**src/rtl/traffic_pkg.sv**
```systemverilog
// Shared types and defaults for the highway/country-road traffic controller.
// Holds the loop-debounce state encoding and the helpers that decode it.
package traffic_pkg;

  typedef enum logic [1:0] {
    ABSENT   = 2'd0,
    ARRIVING = 2'd1,
    PRESENT  = 2'd2,
    LEAVING  = 2'd3
  } det_state_t;

  localparam int DEBOUNCE_CYCLES_DEF = 16;
  localparam int MAX_QUEUE_DEF       = 15;
  localparam int SYNC_STAGES         = 2;

  // Filtered level: a vehicle is considered present until LEAVING completes.
  function automatic logic det_level_of(input det_state_t s);
    return (s == PRESENT) || (s == LEAVING);
  endfunction

  function automatic logic det_stable_of(input det_state_t s);
    return (s == ABSENT) || (s == PRESENT);
  endfunction

endpackage

```
**src/rtl/loop_debounce.sv**
```systemverilog
// Two-flop synchroniser and four-state debounce filter for the raw loop input.
// Emits the filtered level, a settled flag and a one-cycle arrival strobe.
module loop_debounce
  import traffic_pkg::*;
#(
  parameter int DEBOUNCE_CYCLES = DEBOUNCE_CYCLES_DEF
) (
  input  logic clk,
  input  logic rst,
  input  logic loop_raw,
  output logic level,
  output logic stable,
  output logic arrive
);

  localparam int CW = $clog2(DEBOUNCE_CYCLES);
  localparam logic [CW-1:0] DB_LAST = CW'(DEBOUNCE_CYCLES - 1);

  logic [SYNC_STAGES-1:0] sync_reg;
  logic                   s2;

  genvar gi;
  generate
    for (gi = 0; gi < SYNC_STAGES; gi++) begin : g_sync
      if (gi == 0) begin : g_first
        always_ff @(posedge clk) begin
          if (rst) sync_reg[gi] <= 1'b0;
          else     sync_reg[gi] <= loop_raw;
        end
      end else begin : g_chain
        always_ff @(posedge clk) begin
          if (rst) sync_reg[gi] <= 1'b0;
          else     sync_reg[gi] <= sync_reg[gi-1];
        end
      end
    end
  endgenerate

  assign s2 = sync_reg[SYNC_STAGES-1];

  det_state_t    state_reg, state_next;
  logic [CW-1:0] db_cnt_reg, db_cnt_next;
  logic          arrive_reg, arrive_next;

  always_ff @(posedge clk) begin
    if (rst) begin
      state_reg  <= ABSENT;
      db_cnt_reg <= '0;
      arrive_reg <= 1'b0;
    end else begin
      state_reg  <= state_next;
      db_cnt_reg <= db_cnt_next;
      arrive_reg <= arrive_next;
    end
  end

  // A level change must survive DEBOUNCE_CYCLES consecutive samples; any
  // sample of the old level during the window abandons the transition.
  always_comb begin
    state_next  = state_reg;
    db_cnt_next = db_cnt_reg;
    arrive_next = 1'b0;
    case (state_reg)
      ABSENT: begin
        if (s2) begin
          state_next  = ARRIVING;
          db_cnt_next = CW'(1);
        end
      end
      ARRIVING: begin
        if (!s2) begin
          state_next  = ABSENT;
          db_cnt_next = '0;
        end else if (db_cnt_reg == DB_LAST) begin
          state_next  = PRESENT;
          db_cnt_next = '0;
          arrive_next = 1'b1;
        end else begin
          db_cnt_next = db_cnt_reg + CW'(1);
        end
      end
      PRESENT: begin
        if (!s2) begin
          state_next  = LEAVING;
          db_cnt_next = CW'(1);
        end
      end
      LEAVING: begin
        if (s2) begin
          state_next  = PRESENT;
          db_cnt_next = '0;
        end else if (db_cnt_reg == DB_LAST) begin
          state_next  = ABSENT;
          db_cnt_next = '0;
        end else begin
          db_cnt_next = db_cnt_reg + CW'(1);
        end
      end
      default: begin
        state_next  = ABSENT;
        db_cnt_next = '0;
      end
    endcase
  end

  assign level  = det_level_of(state_reg);
  assign stable = det_stable_of(state_reg);
  assign arrive = arrive_reg;

endmodule

```
**src/rtl/car_detector.sv**
```systemverilog
// Country-road vehicle detector: debounced arrivals feed a saturating queue
// counter drained one car per second of green. Optional macro LOOP_FAULT_EN.
module car_detector
  import traffic_pkg::*;
#(
  parameter int DEBOUNCE_CYCLES = DEBOUNCE_CYCLES_DEF,
  parameter int MAX_QUEUE       = MAX_QUEUE_DEF,
  parameter int CNT_W           = 4,
  parameter int STUCK_SEC       = 30
) (
  input  logic             clk,
  input  logic             rst,
  input  logic             loop_raw,
  input  logic             pulse,
  input  logic             enable_countryroad,
  output logic             sensor,
  output logic [CNT_W-1:0] car_count,
  output logic             overflow,
  output logic             loop_fault
);

  localparam logic [CNT_W-1:0] MAX_COUNT = CNT_W'(MAX_QUEUE);

  logic det_level;
  logic det_stable;
  logic arrive;

  loop_debounce #(
    .DEBOUNCE_CYCLES(DEBOUNCE_CYCLES)
  ) u_debounce (
    .clk     (clk),
    .rst     (rst),
    .loop_raw(loop_raw),
    .level   (det_level),
    .stable  (det_stable),
    .arrive  (arrive)
  );

  logic             depart;
  logic [CNT_W-1:0] count_reg, count_base, count_next;
  logic             overflow_reg, overflow_next;
  logic             sensor_reg, sensor_next;

  // Simultaneous arrival and departure cancel; arrivals at the limit are lost.
  always_comb begin
    depart        = pulse & enable_countryroad & (count_reg != '0);
    count_base    = count_reg;
    overflow_next = overflow_reg;
    if (arrive && depart) begin
      count_base = count_reg;
    end else if (arrive) begin
      if (count_reg == MAX_COUNT) overflow_next = 1'b1;
      else                        count_base    = count_reg + CNT_W'(1);
    end else if (depart) begin
      count_base = count_reg - CNT_W'(1);
    end
  end

`ifdef LOOP_FAULT_EN
  localparam int SEC_W = $clog2(STUCK_SEC + 1);
  localparam logic [SEC_W-1:0] SEC_LAST = SEC_W'(STUCK_SEC - 1);
  localparam logic [SEC_W-1:0] SEC_MAX  = SEC_W'(STUCK_SEC);

  logic             det_present;
  logic             det_absent;
  logic             stuck;
  logic [SEC_W-1:0] sec_reg, sec_next;
  logic             fault_reg, fault_next;
  logic             mask_reg, mask_next;

  assign det_present = det_level & det_stable;
  assign det_absent  = ~det_level & det_stable;

  // A loop that stays occupied through STUCK_SEC seconds of green is treated
  // as broken: flush the queue and hide the request until the loop clears.
  always_comb begin
    sec_next   = sec_reg;
    fault_next = fault_reg;
    mask_next  = mask_reg;
    stuck      = 1'b0;
    count_next = count_base;
    if (det_present && enable_countryroad) begin
      if (pulse && (sec_reg != SEC_MAX)) sec_next = sec_reg + SEC_W'(1);
      stuck = pulse && (sec_reg == SEC_LAST);
    end else begin
      sec_next = '0;
    end
    if (stuck) begin
      fault_next = 1'b1;
      mask_next  = 1'b1;
      count_next = '0;
    end else if (det_absent) begin
      mask_next = 1'b0;
    end
    sensor_next = (count_next != '0) & ~mask_next;
  end

  always_ff @(posedge clk) begin
    if (rst) begin
      sec_reg   <= '0;
      fault_reg <= 1'b0;
      mask_reg  <= 1'b0;
    end else begin
      sec_reg   <= sec_next;
      fault_reg <= fault_next;
      mask_reg  <= mask_next;
    end
  end

  assign loop_fault = fault_reg;
`else
  logic unused_fault_inputs;

  assign count_next          = count_base;
  assign sensor_next         = (count_next != '0);
  assign loop_fault          = 1'b0;
  assign unused_fault_inputs = ^{det_level, det_stable, (STUCK_SEC > 0)};
`endif

  always_ff @(posedge clk) begin
    if (rst) begin
      count_reg    <= '0;
      overflow_reg <= 1'b0;
      sensor_reg   <= 1'b0;
    end else begin
      count_reg    <= count_next;
      overflow_reg <= overflow_next;
      sensor_reg   <= sensor_next;
    end
  end

  assign car_count = count_reg;
  assign overflow  = overflow_reg;
  assign sensor    = sensor_reg;

endmodule

```
**config.mk**
```make
export PLATFORM = sky130hd
export DESIGN_NAME = car_detector
export DESIGN_NICKNAME = d
export VERILOG_FILES = /design/src/rtl/traffic_pkg.sv /design/src/rtl/loop_debounce.sv /design/src/rtl/car_detector.sv
export SDC_FILE = /design/constraint.sdc
export NUM_CORES = 1
export LEC_CHECK = 0
export BUFFER_PORTS_ARGS = -buffer_cell sky130_fd_sc_hd__buf_4
export CAP_MARGIN = 5
export CORE_AREA = 5 5 44 46
export CTS_BUF_LIST = sky130_fd_sc_hd__clkbuf_2 sky130_fd_sc_hd__clkbuf_4 sky130_fd_sc_hd__clkbuf_8
export DETAILED_ROUTE_END_ITERATION = 8
export DIE_AREA = 0 0 49 51
export PLACE_DENSITY = 0.76
export SKIP_CTS_REPAIR_TIMING = 1
export SLEW_MARGIN = 0
export SYNTH_ARGS = -nofsm -noshare
export SYNTH_HDL_FRONTEND = slang
export SYNTH_SLANG_ARGS = --single-unit
```
**constraint.sdc**
```tcl
create_clock -name clk -period 2.2 [get_ports clk]
set_input_delay 0.33 -clock clk [delete_from_list [all_inputs] [get_ports clk]]
set_output_delay 0.33 -clock clk [all_outputs]
set_load 0.1 [all_outputs]
```
==> results of run 1 <==
## through the flow
stage | instance area (µm²) | utilization | power, mW
2_1_floorplan | 787.0 | - | 0.6196
3_3_place_gp | 859.6 | 0.5842 | 0.6727
3_5_place_dp | 859.6 | 0.5842 | 0.6789
4_1_cts | 887.1 | 0.6029 | 0.8309
5_1_grt | 887.1 | 0.6029 | 0.8754
6_report | 887.1 | 0.6029 | 0.8243
## cell families after synthesis
logic type	after synthesis	share of synthesized area
other	1	0.004780
flip-flops	15	0.3828
adder cells (fa/ha/maj)	3	0.04785
AND/OR/NAND/NOR	42	0.2871
XOR/XNOR	5	0.05582
AO/OA/AOI/OAI	17	0.1435
multiplexers	2	0.02552
buffers and inverters	8	0.05263
## cells in the mapped netlist, types with 3 or more instances
cell	n
ha_1	3
nor3_1	3
nand2_1	5
inv_1	5
nand4_1	4
a21oi_1	5
nor2_1	12
xnor2_1	4
a31oi_1	5
nand3_1	4
dfxtp_1	15
## power by group through the flow
stage	logic (mW)	clock network [mW]	registers (mW)
after detailed placement	0.344	0	0.335
after global routing	0.374	0.169	0.333
after floorplan	0.150	0	0.469
after CTS	0.346	0.157	0.328
final	0.345	0.151	0.328
after global placement	0.339	0	0.333
## final cells by class
class	count	area, µm²
Clock buffer	3	22.52
Multi-Input combinational cell	70	442.9
Timing Repair Buffer	10	75.07
Sequential cell	15	302.8
Clock inverter	1	5.005
Fill cell	138	584.3
Tap cell	16	20.02
Inverter	5	18.77
## per-layer routing
layer / GRT usage / up-vias / wire length [µm]
met1: 0.1875 / 306 / 712
met3: 0.05814 / 2 / 111
li1: - / 353 / -
met4: 0.01794 / 0 / 11
met5: 0 / - / 0
met2: 0.1935 / 22 / 644
## cells in the final DEF (no fill, tap or decap), drive strengths merged, types with 2 or more instances in the layout
cell and n:
ha 3, nor2b 2, a21oi 5, nor4 2, nor3 3, clkbuf 3
nand3 4, and3 2, a211oi 2, nand4 4, nor2 12, buf 10
inv 5, and2 2, dfxtp 15, o211ai 2, mux2i 2, a31oi 5
xnor2 4, nand2 6
## path summary, 6_finish.rpt
check                      endpoint  depth (start not counted)              startpoint
min reg2reg           u_debounce.s2                          1  u_debounce.sync_reg[0]
max                          sensor                          7            car_count[0]
max reg2reg                  sensor                          7            car_count[0]
min          u_debounce.sync_reg[0]                          2                loop_raw
## worst max-delay path: cells and delay by family (launching register included)
kind            cells  cell delay (ns)
compound gates      2             0.22
fa+ha+maj           1             0.23
buf+inv             1             0.06
flops               1             0.40
mux                 1             0.15
simple gates        2             0.58
==> out/qor.yml, run 1 <==
die_h_um: 51
drive_gt1_frac: 0.1827
drt-initial-drc-count: 19
dpl.hpwl_mm: 1.073
netlist_area_um2: 784.5
drv_cap: 0
fmax_mhz: 569.5
yosys_most_used_dff: "dfxtp_1"
rrSetupSlack_ns: 0.44
clk_path_buf_depth: 2
vias: 683
wl_per_cell_um: 12.33
rsz0062_at_grt: "false"
slowest_stage: "dfxtp_2"
gp_congestion: 0.8695
yosys.area.top_type_share: 0.3828
path_class: "flop to flop"
syn2layout_area_growth_pct: 13.08
hold_violations: 0
synth_fp_nets: 101
tns_ns: 0
pwr-share-seq: 0.398
endpoint_kind: "flop"
coreArea_um2: 1471
finalMaxSlewViolations: 0
postSynthCellCount: 93
period_share: 0.7981
status: "finished clean"
yosysTopAreaCell: "dfxtp_1"
clk_pin_slew_ns: 0.09
synth_edf_count: 0
die_x_um: 49
num_io_pins: 12
hold_ws_ns: 0.2625
cpPeakStageDelay_ns: 0.40
vias_per_cell: 5.692
grt_usage: 0.1333
preCtsSetupSlack_ns: 0.4663
grt_max_degree: 16
crit_arrival_ns: 1.92
final_cell_count_no_fill: 120
firstDrtPassIters: 4
seq_area_frac_synth: 0.3828
synth.area.top_cells: "dfxtp_1, nor2_1, ha_1, xnor2_1, a31oi_1"
grt_pass1_vias: 624
start_kind: "flop"
clk_latency_ns: 0.28
cts_buffers: 3
grt_pass1_wl_mm: 2.697
skew_ns: 0.005265
power_density_nw_per_um2: 929.2
combPwrFrac: 0.418
cts-root-buf: "clkbuf_4"
antenna_found_initial: 0
dieArea_um2: 2499
setup_slack_ns: 0.4441
htree_levels: 1
layout.nets: 113
p_sw_frac: 0.4323
layout_min_cycle_time_ns: 1.756
p_leak_nw: 0.3464
row_count: 14
cts_tree: "yes"
cell_internal_pwr_mw: 0.4680
crit_required_ns: 2.36
port_buffers: 10
async_flop_share: 0
setup_viol: 0
route.detailed.drc: 0
crit_fanout: 7
p_sw_mw: 0.3564
ys_seq_elements: 15
hp-class: "primary input to flop"
initial_utilization: 0.5332
overflow: 0
diodes: 0
p_clk_frac: 0.184
drtAntennaViolNets: 0
yosys_warnings: 0
cp_cell_sequence: "inv_1 -> ha_1 -> nor3b_2 -> or3_4 -> mux2i_1 -> a32o_1 -> a31oi_1"
clock_sinks: 15
finalWirelength_mm: 1.479
syn_area_per_cell_um2: 8.436
dp.cells: 116
peakVddDrop_mv: 0.5425
synth.distinct_cells: 32
(Power assumes the default switching activity.)
==> run 2: changes to the inputs <==
- clock period: 2.2 -> 1.75 ns (I/O delays scaled with it)
==> out/qor.yml, run 2 (synthesized netlist as in run 1, its figures left out) <==
final_area_um2: 915.9
drtAntennaViolNets: 0
combPwrFrac: 0.429
route.detailed.drc: 0
cts_buffers: 3
setup_slack_ns: 0.1121
crit_fanout: 7
htree_levels: 1
period_share: 0.9359
finalWirelength_mm: 1.635
clk_path_buf_depth: 2
p_sw_frac: 0.4261
path_class: "flop to flop"
tns_ns: 0
initial_utilization: 0.5332
die_x_um: 49
crit_arrival_ns: 1.81
vias: 701
row_count: 14
hp-class: "primary input to flop"
layout_commonest_cell: "nor2_1"
preCtsSetupSlack_ns: 0.1586
endpoint_kind: "flop"
crit_family: "simple AND/OR/NAND/NOR gates"
grt_pass1_vias: 636
clk_latency_ns: 0.29
path_depth: 7
finalMaxSlewViolations: 0
startpoint: "car_count[0]"
drt-initial-drc-count: 15
placed_area_um2: 885.9
cp_cell_sequence: "inv_2 -> ha_4 -> nor3b_4 -> or3_4 -> mux2i_1 -> a32o_1 -> a31oi_1"
totalPowerFinal_mw: 1.126
hold_violations: 0
start_kind: "flop"
status: "finished clean"
grt_usage: 0.1487
r2r_start: "car_count[0]"
r2r_cells: 7
timing.rr.end: "sensor"
antenna_found_initial: 0
pwr-share-seq: 0.375
cell_internal_pwr_mw: 0.6463
overflow: 0
layout_min_cycle_time_ns: 1.638
die_h_um: 51
rrSetupSlack_ns: 0.11
syn2layout_area_growth_pct: 16.75
cts-root-buf: "clkbuf_4"
dieArea_um2: 2499
num_io_pins: 12
wl_per_cell_um: 13.63
peakVddDrop_mv: 1.091
gp_congestion: 0.8621
clk_pin_slew_ns: 0.09
p_clk_frac: 0.197
vias_per_cell: 5.842
crit_required_ns: 1.93
rsz0062_at_grt: "false"
layout_common_cells: "nor2_1, dfxtp_1, buf_4"
skew_ns: 0.001345
cts_tree: "yes"
p_sw_mw: 0.4798
clock_sinks: 15
p_leak_nw: 0.3532
slowest_stage: "dfxtp_4"
power_density_nw_per_um2: 1230
grt_pass1_wl_mm: 2.856
fmax_mhz: 610.6
diodes: 0
drv_cap: 0
layout.nets: 113
dpl.hpwl_mm: 1.212
port_buffers: 10
firstDrtPassIters: 4
setup_viol: 0
grt_max_degree: 16
setup.worst_path.end: "sensor"
coreArea_um2: 1471
final_util: 0.6224
path_buf_inv: 1
drive_gt1_frac: 0.2308
cpPeakStageDelay_ns: 0.40
-- run 2: power groups by stage --
stage	sequential, mW	combinational [mW]	clock [mW]
4_1_cts	0.422	0.483	0.224
3_3_place_gp	0.427	0.466	0
2_1_floorplan	0.597	0.223	0
5_1_grt	0.431	0.521	0.244
6_report	0.422	0.483	0.221
3_5_place_dp	0.430	0.481	0
-- run 2: through the flow --
step / hold slack, ns / cells
2_1_floorplan: 0.3310 / 93
3_3_place_gp: 0.4290 / 116
3_5_place_dp: 0.4455 / 116
4_1_cts: 0.1775 / 120
5_1_grt: 0.1732 / 120
6_report: 0.1814 / 120
-- run 2: worst min-delay path by stage --
stage,start,to,cells past startpoint
2_1_floorplan,rst,car_count[1],1
3_3_place_gp,u_debounce.sync_reg[0],u_debounce.s2,1
3_5_place_dp,overflow,overflow,2
4_1_cts,loop_raw,u_debounce.sync_reg[0],2
5_1_grt,loop_raw,u_debounce.sync_reg[0],2
6_report,loop_raw,u_debounce.sync_reg[0],2
-- run 2: layout make-up --
type	instances	area [µm²]
flip-flops and latches	15	310.3
fillers	132	555.5
clock buffers	4	30.03
well taps	16	20.02
repair buffers	10	75.07
inverters	5	18.77
multi-input cells	70	461.7
-- run 2: metal layers --
| layer | global-route usage | wire [µm] | vias up | share of wire |
|---|---|---|---|---|
| li1 | - | - | 355 | - |
| met1 | 0.1860 | 779 | 322 | 0.48 |
| met2 | 0.2022 | 716 | 20 | 0.44 |
| met3 | 0.06395 | 110 | 4 | 0.067 |
| met4 | 0.1076 | 29 | 0 | 0.018 |
| met5 | 0 | 0 | - | 0 |
==> run 3: changes to the inputs <==
- CELL_PAD_IN_SITES_DETAIL_PLACEMENT: not set -> 0
- CELL_PAD_IN_SITES_GLOBAL_PLACEMENT: not set -> 1
- CORE_AREA: 5 5 44 46 -> 5 5 52 54
- DIE_AREA: 0 0 49 51 -> 0 0 57 59
- PLACE_DENSITY: 0.76 -> 0.73
- clock period: 1.75 -> 1.3 ns (I/O delays scaled with it)
==> out/qor.yml, run 3 (synthesized netlist as in run 1, its figures left out) <==
status: "complete, but fails checks"
violations: "negative setup slack"
period_share: 1.149
p_leak_nw: 0.4365
placed_area_um2: 1011
num_io_pins: 12
peakVddDrop_mv: 1.034
grt_pass1_wl_mm: 2.946
power_density_nw_per_um2: 1504
row_count: 17
register_area_um2: 320.3
r2r_start: "car_count[1]"
rrSetupSlack_ns: -0.19
combPwrFrac: 0.514
firstDrtPassIters: 6
die_h_um: 59
layout.nets: 128
route.detailed.drc: 0
gp_congestion: 0.7862
die_x_um: 57
cts-root-buf: "clkbuf_4"
dp.cells: 142
rsz0062_at_grt: "true"
layout_min_cycle_time_ns: 1.493
crit_required_ns: 1.46
endpoint_kind: "flop"
coreArea_um2: 2170
crit_fanout: 4
cts_buffers: 3
hold_ws_ns: 0.1339
cts_tree: "yes"
hp-start: "loop_raw"
grt_pass1_vias: 682
drive_gt1_frac: 0.4286
fmax_mhz: 669.6
skew_ns: 0.006386
clk_latency_ns: 0.27
p_sw_frac: 0.4049
holdPathEnd: "u_debounce.sync_reg[0]"
final_cell_count_no_fill: 147
hold_depth: 2
dpl.hpwl_mm: 1.313
layout_common_cells: "buf_4, nor2_1, dfxtp_1"
htree_levels: 1
diodes: 0
wl_per_cell_um: 12.20
hp-class: "primary input to flop"
clk_pin_slew_ns: 0.09
drt-initial-drc-count: 7
preCtsSetupSlack_ns: -0.1947
setup_slack_ns: -0.1934
dieArea_um2: 3363
syn2layout_area_growth_pct: 42.42
finalMaxSlewViolations: 0
setup_viol: 3
p_clk_frac: 0.163
final_util: 0.5150
initial_utilization: 0.3616
hold_violations: 0
vias_per_cell: 5.088
antenna_found_initial: 0
grt_usage: 0.1115
path_class: "flop to flop"
timing.rr.end: "sensor"
multi_input_area_um2: 518.0
port_buffers: 10
vias: 748
crit_arrival_ns: 1.66
n_fill_cell: 215
drtAntennaViolNets: 0
finalWirelength_mm: 1.794
pwr-share-seq: 0.323
clock_sinks: 15
r2r_cells: 7
layout_commonest_cell: "buf_4"
p_sw_mw: 0.6804
drv_cap: 0
clk_path_buf_depth: 2
final_area_um2: 1117
cell_internal_pwr_mw: 1.000
start_kind: "flop"
grt_max_degree: 16
overflow: 0
==> run 3: cell count changes in the layout (fill, tap and decap cells not counted), sizes merged <==
cell,change
buf,+15
==> run 3: area by class of cell <==
cell class / instances / area share
multi-input combinational: 70 / 0.4636
sequential: 15 / 0.2867
timing repair buffer: 25 / 0.1747
tap: 28 / 0.03136
clock buffer: 4 / 0.02688
inverter: 5 / 0.01680
==> run 3: worst max-delay path by stage <==
stage                  from  endpoint  cells past startpoint
6_report       car_count[1]    sensor                      7
5_1_grt        car_count[1]    sensor                      7
4_1_cts        car_count[0]    sensor                      7
3_5_place_dp   car_count[0]    sensor                      7
3_3_place_gp   car_count[0]    sensor                      7
2_1_floorplan  car_count[1]    sensor                      7
==> run 3: worst max-delay path, cell delays in order (launching register included) <==
cell     delay, ns
dfxtp_4       0.36
inv_2         0.04
ha_4          0.15
nor3b_4       0.15
or3_4         0.34
mux2i_1       0.14
a32o_1        0.14
a31oi_1       0.07
==> run 3: power by group through the flow <==
stage	clock, mW	combinational, mW	sequential [mW]
6_report	0.274	0.864	0.542
5_1_grt	0.313	0.922	0.547
4_1_cts	0.297	0.765	0.545
3_5_place_dp	0	0.762	0.556
3_3_place_gp	0	0.750	0.556
2_1_floorplan	0	0.300	0.803
==> run 3: metrics by stage <==
stage | TNS [ns] | power, mW
2_1_floorplan | -1.251 | 1.103
3_3_place_gp | -0.4297 | 1.306
3_5_place_dp | -0.4673 | 1.318
4_1_cts | -0.4902 | 1.607
5_1_grt | -0.6639 | 1.783
6_report | -0.4156 | 1.680
==> run 3: per-layer routing <==
metal | global-route usage | vias to the layer above | routed length, µm
met3 | 0.03268 | 2 | 74
met2 | 0.1843 | 8 | 910
li1 | - | 385 | -
met5 | 0 | - | 0
met4 | 0.05298 | 0 | 17
met1 | 0.1327 | 353 | 792
